===== src/rtl/cpu_ctrl_pkg.sv =====
// ============================================================================
// Module  : cpu_ctrl_pkg
// Brief   : Opcodes, control-word bit map, T-state encoding and fetch words
//           shared by the 8-bit CPU control sequencer.
// Rev     : 1.0  initial release
// ============================================================================
`default_nettype none

package cpu_ctrl_pkg;

    localparam int         CTRL_W   = 16;
    localparam int         STEP_W   = 3;
    localparam logic [4:0] MAX_STEP = 5'd4;

    typedef enum logic [3:0] {
        OP_NOP = 4'h0,
        OP_LDA = 4'h1,
        OP_ADD = 4'h2,
        OP_SUB = 4'h3,
        OP_STA = 4'h4,
        OP_LDI = 4'h5,
        OP_JMP = 4'h6,
        OP_JC  = 4'h7,
        OP_JZ  = 4'h8,
        OP_OUT = 4'hE,
        OP_HLT = 4'hF
    } opcode_e;

    typedef enum logic [3:0] {
        HALT     = 4'd0,
        MAR_IN   = 4'd1,
        RAM_IN   = 4'd2,
        RAM_OUT  = 4'd3,
        IR_IN    = 4'd4,
        IR_OUT   = 4'd5,
        A_IN     = 4'd6,
        A_OUT    = 4'd7,
        SUM_OUT  = 4'd8,
        SUBTRACT = 4'd9,
        B_IN     = 4'd10,
        OUT_IN   = 4'd11,
        PC_EN    = 4'd12,
        PC_OUT   = 4'd13,
        JUMP     = 4'd14,
        FLAGS_IN = 4'd15
    } ctrl_e;

    typedef enum logic [STEP_W-1:0] {
        T0 = 3'd0,
        T1 = 3'd1,
        T2 = 3'd2,
        T3 = 3'd3,
        T4 = 3'd4
    } step_e;

    function automatic logic [CTRL_W-1:0] cbit(input ctrl_e b);
        logic [CTRL_W-1:0] w;
        w    = '0;
        w[b] = 1'b1;
        return w;
    endfunction

    localparam logic [CTRL_W-1:0] FETCH_T0 = (16'h0001 << PC_OUT) | (16'h0001 << MAR_IN);
    localparam logic [CTRL_W-1:0] FETCH_T1 = (16'h0001 << RAM_OUT) | (16'h0001 << IR_IN)
                                           | (16'h0001 << PC_EN);

endpackage

`default_nettype wire


===== src/rtl/control_sequencer_if.sv =====
// ============================================================================
// Module  : control_sequencer_if
// Brief   : Opcode/flag inputs and control-word/status outputs of the
//           control sequencer, with master (IR/ALU side) and slave modports.
// Rev     : 1.0  initial release
// ============================================================================
`default_nettype none

interface control_sequencer_if;
    import cpu_ctrl_pkg::*;

    logic [3:0]        opcode;
    logic              carry_flag;
    logic              zero_flag;
    logic [CTRL_W-1:0] ctrl;
    logic [STEP_W-1:0] step;
    logic              halted;

    modport master (
        output opcode, carry_flag, zero_flag,
        input  ctrl, step, halted
    );

    modport slave (
        input  opcode, carry_flag, zero_flag,
        output ctrl, step, halted
    );
endinterface

`default_nettype wire


===== src/rtl/control_sequencer_microcode_rom.sv =====
// ============================================================================
// Module  : microcode_rom
// Brief   : Combinational microcode: {opcode, step, carry, zero} -> {ctrl, last}.
//           Macro CTRL_COND_JUMP_EN enables JC/JZ; otherwise they act as NOP.
// Rev     : 1.0  initial release
// ============================================================================
`default_nettype none

module microcode_rom
    import cpu_ctrl_pkg::*;
(
    input  wire logic [3:0]        i_opcode,
    input  wire logic [STEP_W-1:0] i_step,
    input  wire logic              i_carry,
    input  wire logic              i_zero,
    output logic      [CTRL_W-1:0] o_ctrl,
    output logic                   o_last
);

    logic [CTRL_W-1:0] w_ctrl;
    logic              w_last;
    logic              w_long;

`ifndef CTRL_COND_JUMP_EN
    logic w_unused_flags;
    assign w_unused_flags = i_carry ^ i_zero;
`endif

    // w_long: instruction has an execute phase beyond the fetch cycles
    always_comb begin
        w_long = 1'b0;
        case (i_opcode)
            OP_LDA, OP_ADD, OP_SUB, OP_STA,
            OP_LDI, OP_JMP, OP_OUT, OP_HLT: w_long = 1'b1;
`ifdef CTRL_COND_JUMP_EN
            OP_JC:                          w_long = i_carry;
            OP_JZ:                          w_long = i_zero;
`endif
            default:                        w_long = 1'b0;
        endcase
    end

    always_comb begin
        w_ctrl = '0;
        w_last = 1'b1;
        case (i_step)
            T0: begin
                w_ctrl = FETCH_T0;
                w_last = 1'b0;
            end
            T1: begin
                w_ctrl = FETCH_T1;
                w_last = !w_long;
            end
            T2: begin
                case (i_opcode)
                    OP_LDA, OP_ADD, OP_SUB, OP_STA: begin
                        w_ctrl = cbit(IR_OUT) | cbit(MAR_IN);
                        w_last = 1'b0;
                    end
                    OP_LDI:  w_ctrl = cbit(IR_OUT) | cbit(A_IN);
                    OP_JMP:  w_ctrl = cbit(IR_OUT) | cbit(JUMP);
                    OP_OUT:  w_ctrl = cbit(A_OUT) | cbit(OUT_IN);
                    OP_HLT:  w_ctrl = cbit(HALT);
`ifdef CTRL_COND_JUMP_EN
                    OP_JC:   w_ctrl = i_carry ? (cbit(IR_OUT) | cbit(JUMP)) : '0;
                    OP_JZ:   w_ctrl = i_zero  ? (cbit(IR_OUT) | cbit(JUMP)) : '0;
`endif
                    default: w_ctrl = '0;
                endcase
            end
            T3: begin
                case (i_opcode)
                    OP_LDA:  w_ctrl = cbit(RAM_OUT) | cbit(A_IN);
                    OP_ADD, OP_SUB: begin
                        w_ctrl = cbit(RAM_OUT) | cbit(B_IN);
                        w_last = 1'b0;
                    end
                    OP_STA:  w_ctrl = cbit(A_OUT) | cbit(RAM_IN);
                    default: w_ctrl = '0;
                endcase
            end
            T4: begin
                case (i_opcode)
                    OP_ADD:  w_ctrl = cbit(SUM_OUT) | cbit(A_IN) | cbit(FLAGS_IN);
                    OP_SUB:  w_ctrl = cbit(SUM_OUT) | cbit(A_IN) | cbit(FLAGS_IN)
                                    | cbit(SUBTRACT);
                    default: w_ctrl = '0;
                endcase
            end
            default: begin
                w_ctrl = '0;
                w_last = 1'b1;
            end
        endcase
    end

    assign o_ctrl = w_ctrl;
    assign o_last = w_last;

endmodule

`default_nettype wire


===== src/rtl/control_sequencer.sv =====
// ============================================================================
// Module  : control_sequencer
// Brief   : T-state step counter, halt register and control-word forcing for
//           the 8-bit CPU. Conditional jumps follow macro CTRL_COND_JUMP_EN.
// Rev     : 1.0  initial release
// ============================================================================
`default_nettype none

module control_sequencer
    import cpu_ctrl_pkg::*;
(
    input  wire logic         clk,
    input  wire logic         rst,
    control_sequencer_if.slave bus
);

    localparam step_e STEP_LAST = step_e'(MAX_STEP[STEP_W-1:0]);

    step_e             r_step;
    logic              r_halted;
    logic [CTRL_W-1:0] w_rom_ctrl;
    logic              w_rom_last;

    microcode_rom u_rom (
        .i_opcode (bus.opcode),
        .i_step   (r_step),
        .i_carry  (bus.carry_flag),
        .i_zero   (bus.zero_flag),
        .o_ctrl   (w_rom_ctrl),
        .o_last   (w_rom_last)
    );

    // HLT freezes the counter at T2; only reset leaves the halted state
    always_ff @(posedge clk or negedge rst) begin
        if (!rst) begin
            r_step   <= T0;
            r_halted <= 1'b0;
        end else if (!r_halted) begin
            if (w_rom_ctrl[HALT]) begin
                r_halted <= 1'b1;
            end else if (w_rom_last || (r_step >= STEP_LAST)) begin
                r_step <= T0;
            end else begin
                r_step <= step_e'(r_step + 3'd1);
            end
        end
    end

    assign bus.ctrl   = !rst     ? '0
                      : r_halted ? cbit(HALT)
                      :            w_rom_ctrl;
    assign bus.step   = r_step;
    assign bus.halted = r_halted;

endmodule

`default_nettype wire


===== src/flat_wrapper.sv =====
// flat-port wrapper written by rule: the top's interface ports become plain ports
module control_sequencer_flat import cpu_ctrl_pkg::*;
  (clk, rst, bus_opcode, bus_carry_flag, bus_zero_flag, bus_ctrl, bus_step, bus_halted);
  control_sequencer_if bus_i ();
  input  wire logic clk;
  input  wire logic rst;
  input wire logic [$bits(bus_i.opcode)-1:0] bus_opcode;
  input wire logic [$bits(bus_i.carry_flag)-1:0] bus_carry_flag;
  input wire logic [$bits(bus_i.zero_flag)-1:0] bus_zero_flag;
  output wire logic [$bits(bus_i.ctrl)-1:0] bus_ctrl;
  output wire logic [$bits(bus_i.step)-1:0] bus_step;
  output wire logic [$bits(bus_i.halted)-1:0] bus_halted;
  assign bus_i.opcode = bus_opcode;
  assign bus_i.carry_flag = bus_carry_flag;
  assign bus_i.zero_flag = bus_zero_flag;
  assign bus_ctrl = bus_i.ctrl;
  assign bus_step = bus_i.step;
  assign bus_halted = bus_i.halted;
  control_sequencer u_core (.clk(clk), .rst(rst), .bus(bus_i));
endmodule

===== config.mk =====
export PLATFORM = sky130hd
export DESIGN_NAME = control_sequencer_flat
export DESIGN_NICKNAME = d
export VERILOG_FILES = /design/src/rtl/cpu_ctrl_pkg.sv /design/src/rtl/control_sequencer_if.sv /design/src/rtl/control_sequencer_microcode_rom.sv /design/src/rtl/control_sequencer.sv /design/src/flat_wrapper.sv
export SDC_FILE = /design/constraint.sdc
export NUM_CORES = 1
export LEC_CHECK = 0
export CAP_MARGIN = 20
export CORE_UTILIZATION = 40
export CTS_CLUSTER_SIZE = 16
export DETAILED_ROUTE_END_ITERATION = 8
export PLACE_DENSITY_LB_ADDON = 0.2
export SLEW_MARGIN = 20
export SYNTH_ARGS = -nofsm -noshare
export SYNTH_HDL_FRONTEND = slang
export SYNTH_HIERARCHICAL = 1
export SYNTH_SLANG_ARGS = --single-unit

===== constraint.sdc =====
create_clock -name clk -period 2.3 [get_ports clk]
set_input_delay 0.575 -clock clk [delete_from_list [all_inputs] [get_ports clk]]
set_output_delay 0.575 -clock clk [all_outputs]
set_load 0.03 [all_outputs]

==> impl_metrics.py, run 1 <==
metrics = {
    "flow_run": {
        "max_cap_viol_count": 0,
    },
    "setup_path": {
        "cp_max_fo": 8,
        "start_kind": "input port",
        "critPathMaxStageDelay_ns": 0.23,
        "critPathRequiredTime_ns": 1.73,
        "end_kind": "output port",
        "rr_startpoint": "u_core/bus.step[1]",
        "crit_arrival_ns": 1.67,
        "critPathLaunch": "bus_opcode[1]",
        "critical_path_class": "input port to output port",
        "slowest_stage": "o31a_1",
        "crit_path_cell_trace": "buf_4 > buf_6 > o21a_1 > o31a_1 > nor3_1 > and2_1 > buf_6",
        "crit_top_cell": "buf_6",
    },
    "cts": {
        "h-tree-depth": 1,
        "numCtsBuffers": 3,
        "ctsHoldBuffers": 0,
        "clock-sinks": 4,
        "clock_latency_ns": 0.23,
        "clock_path_buffers": 2,
        "clockRootBuffer": "clkbuf_4",
        "path_clk_slew_ns": 0.04,
        "cts_tree": "built",
    },
    "grt": {
        "grt_pass1_wl_um": 2230,
        "grt_max_degree": 18,
        "grt_pass1_vias": 517,
        "grt_usage_pct": 19.9,
        "antenna_found_initial": 0,
        "grt-ovfl-total": 0,
    },
    "logic_synthesis": {
        "synth-seq-cells": 4,
        "synth_top_area_share_pct": 17.8,
        "netlist_instances": 78,
        "syn_nets": 87,
        "ys_seq_area_share_pct": 16.8,
        "yosysWarningCount": 6,
        "synthTopCellsByArea": "and2_1 18%, dfrtp_1 17%, buf_2 5.9%",
        "syn-cell-area_sq_um": 597,
        "synth_cell_types": 35,
        "syn_avg_cell_area_sq_um": 7.65,
        "synth_top_area_cell": "and2_1",
    },
    "finish": {
        "fin_nets": 124,
        "fillers": 117,
        "syn2layout_area_growth_pct": 60.0,
        "layout_common_cells": "29 x buf_4, 16 x and2_1, 6 x buf_6, 5 x clkdlybuf4s50_1",
        "drive_gt1_share_pct": 46.9,
        "final_common_cell": "buf_4",
        "n_antenna_cell": 0,
        "final_area_sq_um": 955,
    },
    "sta": {
        "max_freq_ghz": 0.446,
        "worstMarginPinSlew_ns": 0.358,
        "min_period_ns": 2.24,
        "fin_crit_sh_pct": 97.6,
        "hold_violations": 0,
        "slew_headroom_pct": 76.1,
        "finClkSkew_ns": 0.00459,
        "drv_slew": 0,
        "hold_slack_ns": 0.621,
        "setup_violations": 0,
        "final.setup.tns_ns": 0,
    },
    "outcome": {
        "status": "completed",
    },
    "die": {
        "dieArea_sq_mm": 0.00165,
        "start_util_pct": 44.2,
        "die_y_um": 40.6,
        "die_x_um": 40.6,
        "row_count": 13,
        "top_level_ports": 28,
        "core_sq_mm": 0.00135,
    },
    "route": {
        "vias": 657,
        "drc": 0,
        "vias_per_cell": 5.13,
        "drtAntennaViolNets": 0,
        "dr.pass1.iters": 4,
        "drt-initial-drc-count": 17,
        "wl_per_cell_um": 11.5,
        "wl_um": 1480,
    },
    "hold_path": {
        "hp-class": "input port to asynchronous set/reset pin",
    },
    "place": {
        "place_area_sq_um": 896,
        "gp_congestion": 0.784,
        "port_buffers": 25,
        "dpl.hpwl_um": 1050,
    },
    "pwr": {
        "leakage_uw": 0.000448,
        "vdd_drop_max_mv": 0.686,
        "p_per_area_mw_per_mm2": 902,
    },
}
-- report_power, final --
part / leakage, uW / total [uW] / internal [uW] / switching (uW)
sequential: 0.0000472 / 205 / 105 / 100
clock: 0.0000138 / 85.1 / 58.2 / 26.9
combinational: 0.000387 / 571 / 285 / 286
total: 0.000448 / 862 / 449 / 413
-- registers in the layout, summed over array words and instances, names as in the netlist --
name,flops
u_core/bus.step,3
u_core/bus.halted,1
-- final timing paths --
| path | to | slack, ns | depth (start not counted) |
|---|---|---|---|
| max reg2reg | u_core/bus.step[0] | 0.37 | 7 |
| max in group asynchronous | u_core/bus.step[1] | 1.56 | 2 |
| max | bus_ctrl[1] | 0.06 | 7 |
| min | u_core/bus.halted | 0.62 | 2 |
| min reg2reg | u_core/bus.step[1] | 0.68 | 1 |
| min in group clk | u_core/bus.step[1] | 0.68 | 1 |
-- critical path, delay by kind of cell --
kind / cells / cell delay (ns)
and+or+nand+nor: 2 / 0.31
buffers and inverters: 3 / 0.40
AOI/OAI and AO/OA: 2 / 0.39
-- logic make-up after synthesis --
family                   count (synthesis)  synth area share, %
multiplexers                             1                 1.89
flip-flops                               4                 16.8
adder cells (fa/ha/maj)                  2                 3.77
AND/OR/NAND/NOR                         46                 49.7
XOR/XNOR                                 1                 1.47
AO/OA/AOI/OAI                           12                 14.9
buffers and inverters                   12                 11.5
-- cell usage after synthesis --
| master | count |
|---|---|
| a21oi_1 | 3 |
| a221oi_1 | 1 |
| a22o_1 | 2 |
| a41o_1 | 1 |
| and2_1 | 17 |
| and2b_2 | 1 |
| and3_1 | 1 |
| and3b_1 | 1 |
| buf_2 | 7 |
| buf_4 | 2 |
| buf_6 | 1 |
| clkbuf_1 | 1 |
| dfrtp_1 | 4 |
| ha_1 | 1 |
| inv_1 | 1 |
| maj3_1 | 1 |
| mux2_2 | 1 |
| nand2_1 | 3 |
| nand2b_1 | 3 |
| nand3_1 | 1 |
| nand4_1 | 1 |
| nor2_1 | 4 |
| nor3_1 | 3 |
| nor3b_2 | 1 |
| nor4_1 | 4 |
| nor4_2 | 2 |
| nor4b_1 | 2 |
| o21a_1 | 1 |
| o21ai_0 | 1 |
| o21bai_1 | 1 |
| o2bb2ai_1 | 1 |
| o31a_1 | 1 |
| or2_0 | 1 |
| or3b_1 | 1 |
| xor2_1 | 1 |
-- metrics by stage --
stage          setup slack, ns  power, uW  std cells  utilization (%)
3_3_place_gp            -0.417        738        125             66.4
2_1_floorplan           0.0295        558         78                -
3_5_place_dp            -0.416        746        125             66.4
6_report                0.0559        862        128             70.7
5_1_grt                -0.0328        933        128             70.7
4_1_cts               0.000113        856        128             69.6
-- timing repair --
action                     4_1_cts  5_1_grt
setup buffers                    0        0
setup endpoints to repair       14       10
gates resized for setup         20       12
pin swaps                        2        2
-- metal layers --
| metal | vias up | routed length, um | track usage (%) | share of wire (%) |
|---|---|---|---|---|
| li1 | 347 | - | - | - |
| met5 | - | 0 | 0 | 0 |
| met2 | 21 | 659 | 28.2 | 45 |
| met4 | 0 | 0 | 0 | 0 |
| met1 | 289 | 741 | 30.5 | 50 |
| met3 | 0 | 75 | 6.52 | 5.1 |
-- layout make-up --
| type | instances | area [sq um] | share of cell area, % |
|---|---|---|---|
| Tap cell | 15 | 18.8 | 1.97 |
| Timing Repair Buffer | 43 | 350 | 36.7 |
| Sequential cell | 4 | 104 | 10.9 |
| Inverter | 1 | 3.75 | 0.393 |
| Multi-Input combinational cell | 62 | 455 | 47.7 |
| Clock buffer | 3 | 22.5 | 2.36 |
No activity file was read; power rests on OpenSTA's default activity.
==> run 2: changes to the inputs <==
--- a/config.mk
+++ b/config.mk
@@ -7,9 +7,10 @@
 export LEC_CHECK = 0
 export CAP_MARGIN = 20
 export CORE_UTILIZATION = 40
-export CTS_CLUSTER_SIZE = 16
+export CTS_CLUSTER_SIZE = 20
 export DETAILED_ROUTE_END_ITERATION = 8
 export PLACE_DENSITY_LB_ADDON = 0.2
+export SETUP_SLACK_MARGIN = 0.3
 export SLEW_MARGIN = 20
 export SYNTH_ARGS = -nofsm -noshare
 export SYNTH_HDL_FRONTEND = slang
==> run 2 against run 1 <==
The run now fails in clock tree synthesis (4_1_cts). Synthesized area stayed put. Synthesized cell count did not move.
==> impl_metrics.py, run 2 <==
metrics = {
    "outcome": {
        "status": "aborted with a tool error",
        "haltStage": "clock tree synthesis (4_1_cts)",
        "toolErrorMsg": "[ERROR DPL-0033] detailed placement checks failed during check placement.",
    },
    "logic_synthesis": {
        "syn-cell-area_sq_um": 597,
        "synth_top_area_share_pct": 17.8,
        "synth_top_area_cell": "and2_1",
        "async_reset_ff_share_pct": 100,
        "ys_seq_area_share_pct": 16.8,
        "yosysWarningCount": 6,
        "synthFlopType": "dfrtp_1",
        "netlist_instances": 78,
        "syn_avg_cell_area_sq_um": 7.65,
        "synth-seq-cells": 4,
        "yosysMostFrequentCell": "and2_1",
        "yosys-top-cells-count": "17 x and2_1, 7 x buf_2, 4 x dfrtp_1, 4 x nor2_1, 4 x nor4_1",
        "synth-edff-count": 0,
        "synthTopCellsByArea": "and2_1 18%, dfrtp_1 17%, buf_2 5.9%",
        "syn_nets": 87,
        "synth_cell_types": 35,
    },
    "cts": {
        "clock_path_buffers": 2,
        "numCtsBuffers": 3,
        "ctsHoldBuffers": 0,
        "post_cts_resized": 74,
        "clock-sinks": 4,
        "h-tree-depth": 1,
        "clockRootBuffer": "clkbuf_4",
        "post_cts_buffers": 16,
    },
    "place": {
        "gp_congestion": 0.842,
        "place_area_sq_um": 952,
        "dpl.hpwl_um": 1350,
        "port_buffers": 25,
    },
    "die": {
        "die_y_um": 40.6,
        "start_util_pct": 44.2,
        "top_level_ports": 28,
        "die_x_um": 40.6,
        "row_count": 13,
    },
}
## run 2: cell families after synthesis
logic type               after synthesis  synth area share (%)
AND/OR/NAND/NOR                       46                  49.7
buffers and inverters                 12                  11.5
AO/OA/AOI/OAI                         12                  14.9
XOR/XNOR                               1                  1.47
flip-flops                             4                  16.8
multiplexers                           1                  1.89
adder cells (fa/ha/maj)                2                  3.77
## run 2: stage by stage
| stage | util, % | hold WS, ns | instances | setup slack (ns) |
|---|---|---|---|---|
| 2_1_floorplan | - | 0.279 | 78 | 0.225 |
| 3_3_place_gp | 70.5 | 0.672 | 128 | -0.458 |
| 3_5_place_dp | 70.5 | 0.707 | 128 | -0.541 |
==> run 3: changes to the inputs <==
--- a/config.mk
+++ b/config.mk
@@ -6,11 +6,10 @@
 export NUM_CORES = 1
 export LEC_CHECK = 0
 export CAP_MARGIN = 20
-export CORE_UTILIZATION = 40
-export CTS_CLUSTER_SIZE = 20
+export CORE_AREA = 2 2 63 65
 export DETAILED_ROUTE_END_ITERATION = 8
-export PLACE_DENSITY_LB_ADDON = 0.2
-export SETUP_SLACK_MARGIN = 0.3
+export DIE_AREA = 0 0 65 67
+export PLACE_DENSITY_LB_ADDON = 0.15
 export SLEW_MARGIN = 20
 export SYNTH_ARGS = -nofsm -noshare
 export SYNTH_HDL_FRONTEND = slang
==> run 3 against run 2 <==
The flow now finishes without violations.
==> impl_metrics.py, run 3 (synthesis results as in run 1) <==
metrics = {
    "cts": {
        "clock-sinks": 4,
        "path_clk_slew_ns": 0.03,
        "numCtsBuffers": 3,
        "clock_latency_ns": 0.22,
        "ctsHoldBuffers": 0,
        "clockRootBuffer": "clkbuf_8",
        "cts_tree": "built",
        "clock_path_buffers": 2,
        "h-tree-depth": 1,
    },
    "grt": {
        "antenna_found_initial": 0,
        "grt_max_degree": 16,
        "grt_usage_pct": 9.43,
        "grt_pass1_wl_um": 3210,
        "grt_util_met3_pct": 2.53,
        "gr-usage-met2_pct": 14.0,
        "grt-busiest-layer": "met2",
        "grtUsageMet1_pct": 12.5,
        "grt-ovfl-total": 0,
        "grt_pass1_vias": 696,
    },
    "setup_path": {
        "critPathMaxStageDelay_ns": 0.37,
        "critPathRequiredTime_ns": 1.73,
        "worstRegToRegCells": 7,
        "r2r_slack_ns": 0.55,
        "rr_startpoint": "u_core/bus.step[0]",
        "cp_max_fo": 3,
        "end_kind": "output port",
        "critical_path_class": "input port to output port",
        "critPathLaunch": "bus_opcode[3]",
        "r2r-end": "u_core/bus.step[0]",
        "crit_path_cell_trace": "buf_2 > buf_4 > or3b_4 > nor4_2 > and2_1 > buf_6",
        "start_kind": "input port",
        "crit_end": "bus_ctrl[5]",
        "crit_arrival_ns": 1.68,
        "slowest_stage": "or3b_4",
    },
    "finish": {
        "n_antenna_cell": 0,
        "fin_cells": 170,
        "syn2layout_area_growth_pct": 87.6,
        "largest_reg_flops": 3,
        "final_common_cell": "buf_4",
        "fillers": 396,
        "fin_nets": 133,
        "final_area_sq_mm": 0.00112,
        "drive_gt1_share_pct": 53.3,
        "layout_common_cells": "34 x buf_4, 17 x and2_1, 8 x buf_6, 5 x clkdlybuf4s50_1, 4 x buf_2",
    },
    "sta": {
        "final.setup.tns_ns": 0,
        "slew_headroom_pct": 78.7,
        "finClkSkew_ns": 0.000224,
        "hold_violations": 0,
        "drv_slew": 0,
        "max_freq_ghz": 0.443,
        "rsz0062_at_grt": "true",
        "worstMarginPinSlew_ns": 0.318,
        "min_period_ns": 2.25,
        "hold_slack_ns": 0.663,
        "fin_crit_sh_pct": 98.0,
        "setup_violations": 0,
    },
    "route": {
        "wl_um": 1900,
        "wl_per_cell_um": 11.2,
        "drtAntennaViolNets": 0,
        "drt-initial-drc-count": 28,
        "vias": 726,
        "drc": 0,
        "vias_per_cell": 4.27,
        "dr.pass1.iters": 4,
    },
    "pwr": {
        "vdd_drop_max_mv": 0.560,
        "leakage_uw": 0.000501,
        "p_per_area_mw_per_mm2": 919,
    },
    "flow_run": {
        "max_cap_viol_count": 0,
    },
    "place": {
        "place_inst": 163,
        "port_buffers": 25,
        "dpl.hpwl_um": 1460,
        "place_area_sq_um": 975,
        "gp_congestion": 0.748,
    },
    "die": {
        "row_count": 22,
        "top_level_ports": 28,
        "core_sq_mm": 0.00361,
        "start_util_pct": 16.6,
        "die_y_um": 67,
        "die_x_um": 65,
        "dieArea_sq_mm": 0.00436,
    },
    "hold_path": {
        "min_path_cells": 1,
        "min_from": "u_core/bus.step[0]",
        "hp-class": "flip-flop to flip-flop",
    },
    "outcome": {
        "status": "completed",
    },
}
==> run 3: worst max-delay path, delay by kind of cell <==
kind	cells	cell delay [ns]
and+or+nand+nor	3	0.72
buffers and inverters	3	0.38
==> run 3: final cells by class <==
cell class | count | area, sq um | area share [%]
multi-input combinational | 62 | 475 | 42.5
timing repair buffer | 52 | 435 | 38.9
sequential | 4 | 104 | 9.27
tap | 48 | 60.1 | 5.36
clock buffer | 3 | 41.3 | 3.69
inverter | 1 | 3.75 | 0.335
==> run 3: per-layer routing <==
metal / vias to the layer above / wire length (um) / part of all wire (%)
li1: 362 / - / -
met1: 334 / 898 / 47
met2: 26 / 821 / 43
met3: 4 / 145 / 7.6
met4: 0 / 34 / 1.8
met5: - / 0 / 0
==> run 3: worst min path at each step <==
stage          slack (ns)            endpoint
2_1_floorplan        0.28   u_core/bus.halted
3_3_place_gp         0.67   u_core/bus.halted
3_5_place_dp         0.67   u_core/bus.halted
4_1_cts              0.67   u_core/bus.halted
5_1_grt              0.69  u_core/bus.step[0]
6_report             0.66  u_core/bus.step[0]
==> run 3: report_power, final <==
group | switching, uW | internal [uW] | total, uW
Sequential | 59.2 | 106 | 165
Combinational | 356 | 361 | 717
Clock | 35.2 | 111 | 147
==> run 3: repair_timing <==
action,4_1_cts,5_1_grt
endpoints found under the setup margin,16,16
cloned,0,0
pin swaps,8,7
setup buffers,2,3
gates resized for setup,25,13
==> run 3: stage by stage <==
stage / utilization [%] / setup WS (ns) / total power, uW
5_1_grt: 31.1 / -0.0124 / 1100
4_1_cts: 29.4 / 0.00157 / 978
6_report: 31.1 / 0.0451 / 1030
3_3_place_gp: 27.0 / -0.389 / 795
2_1_floorplan: - / 0.0295 / 558
3_5_place_dp: 27.0 / -0.374 / 797
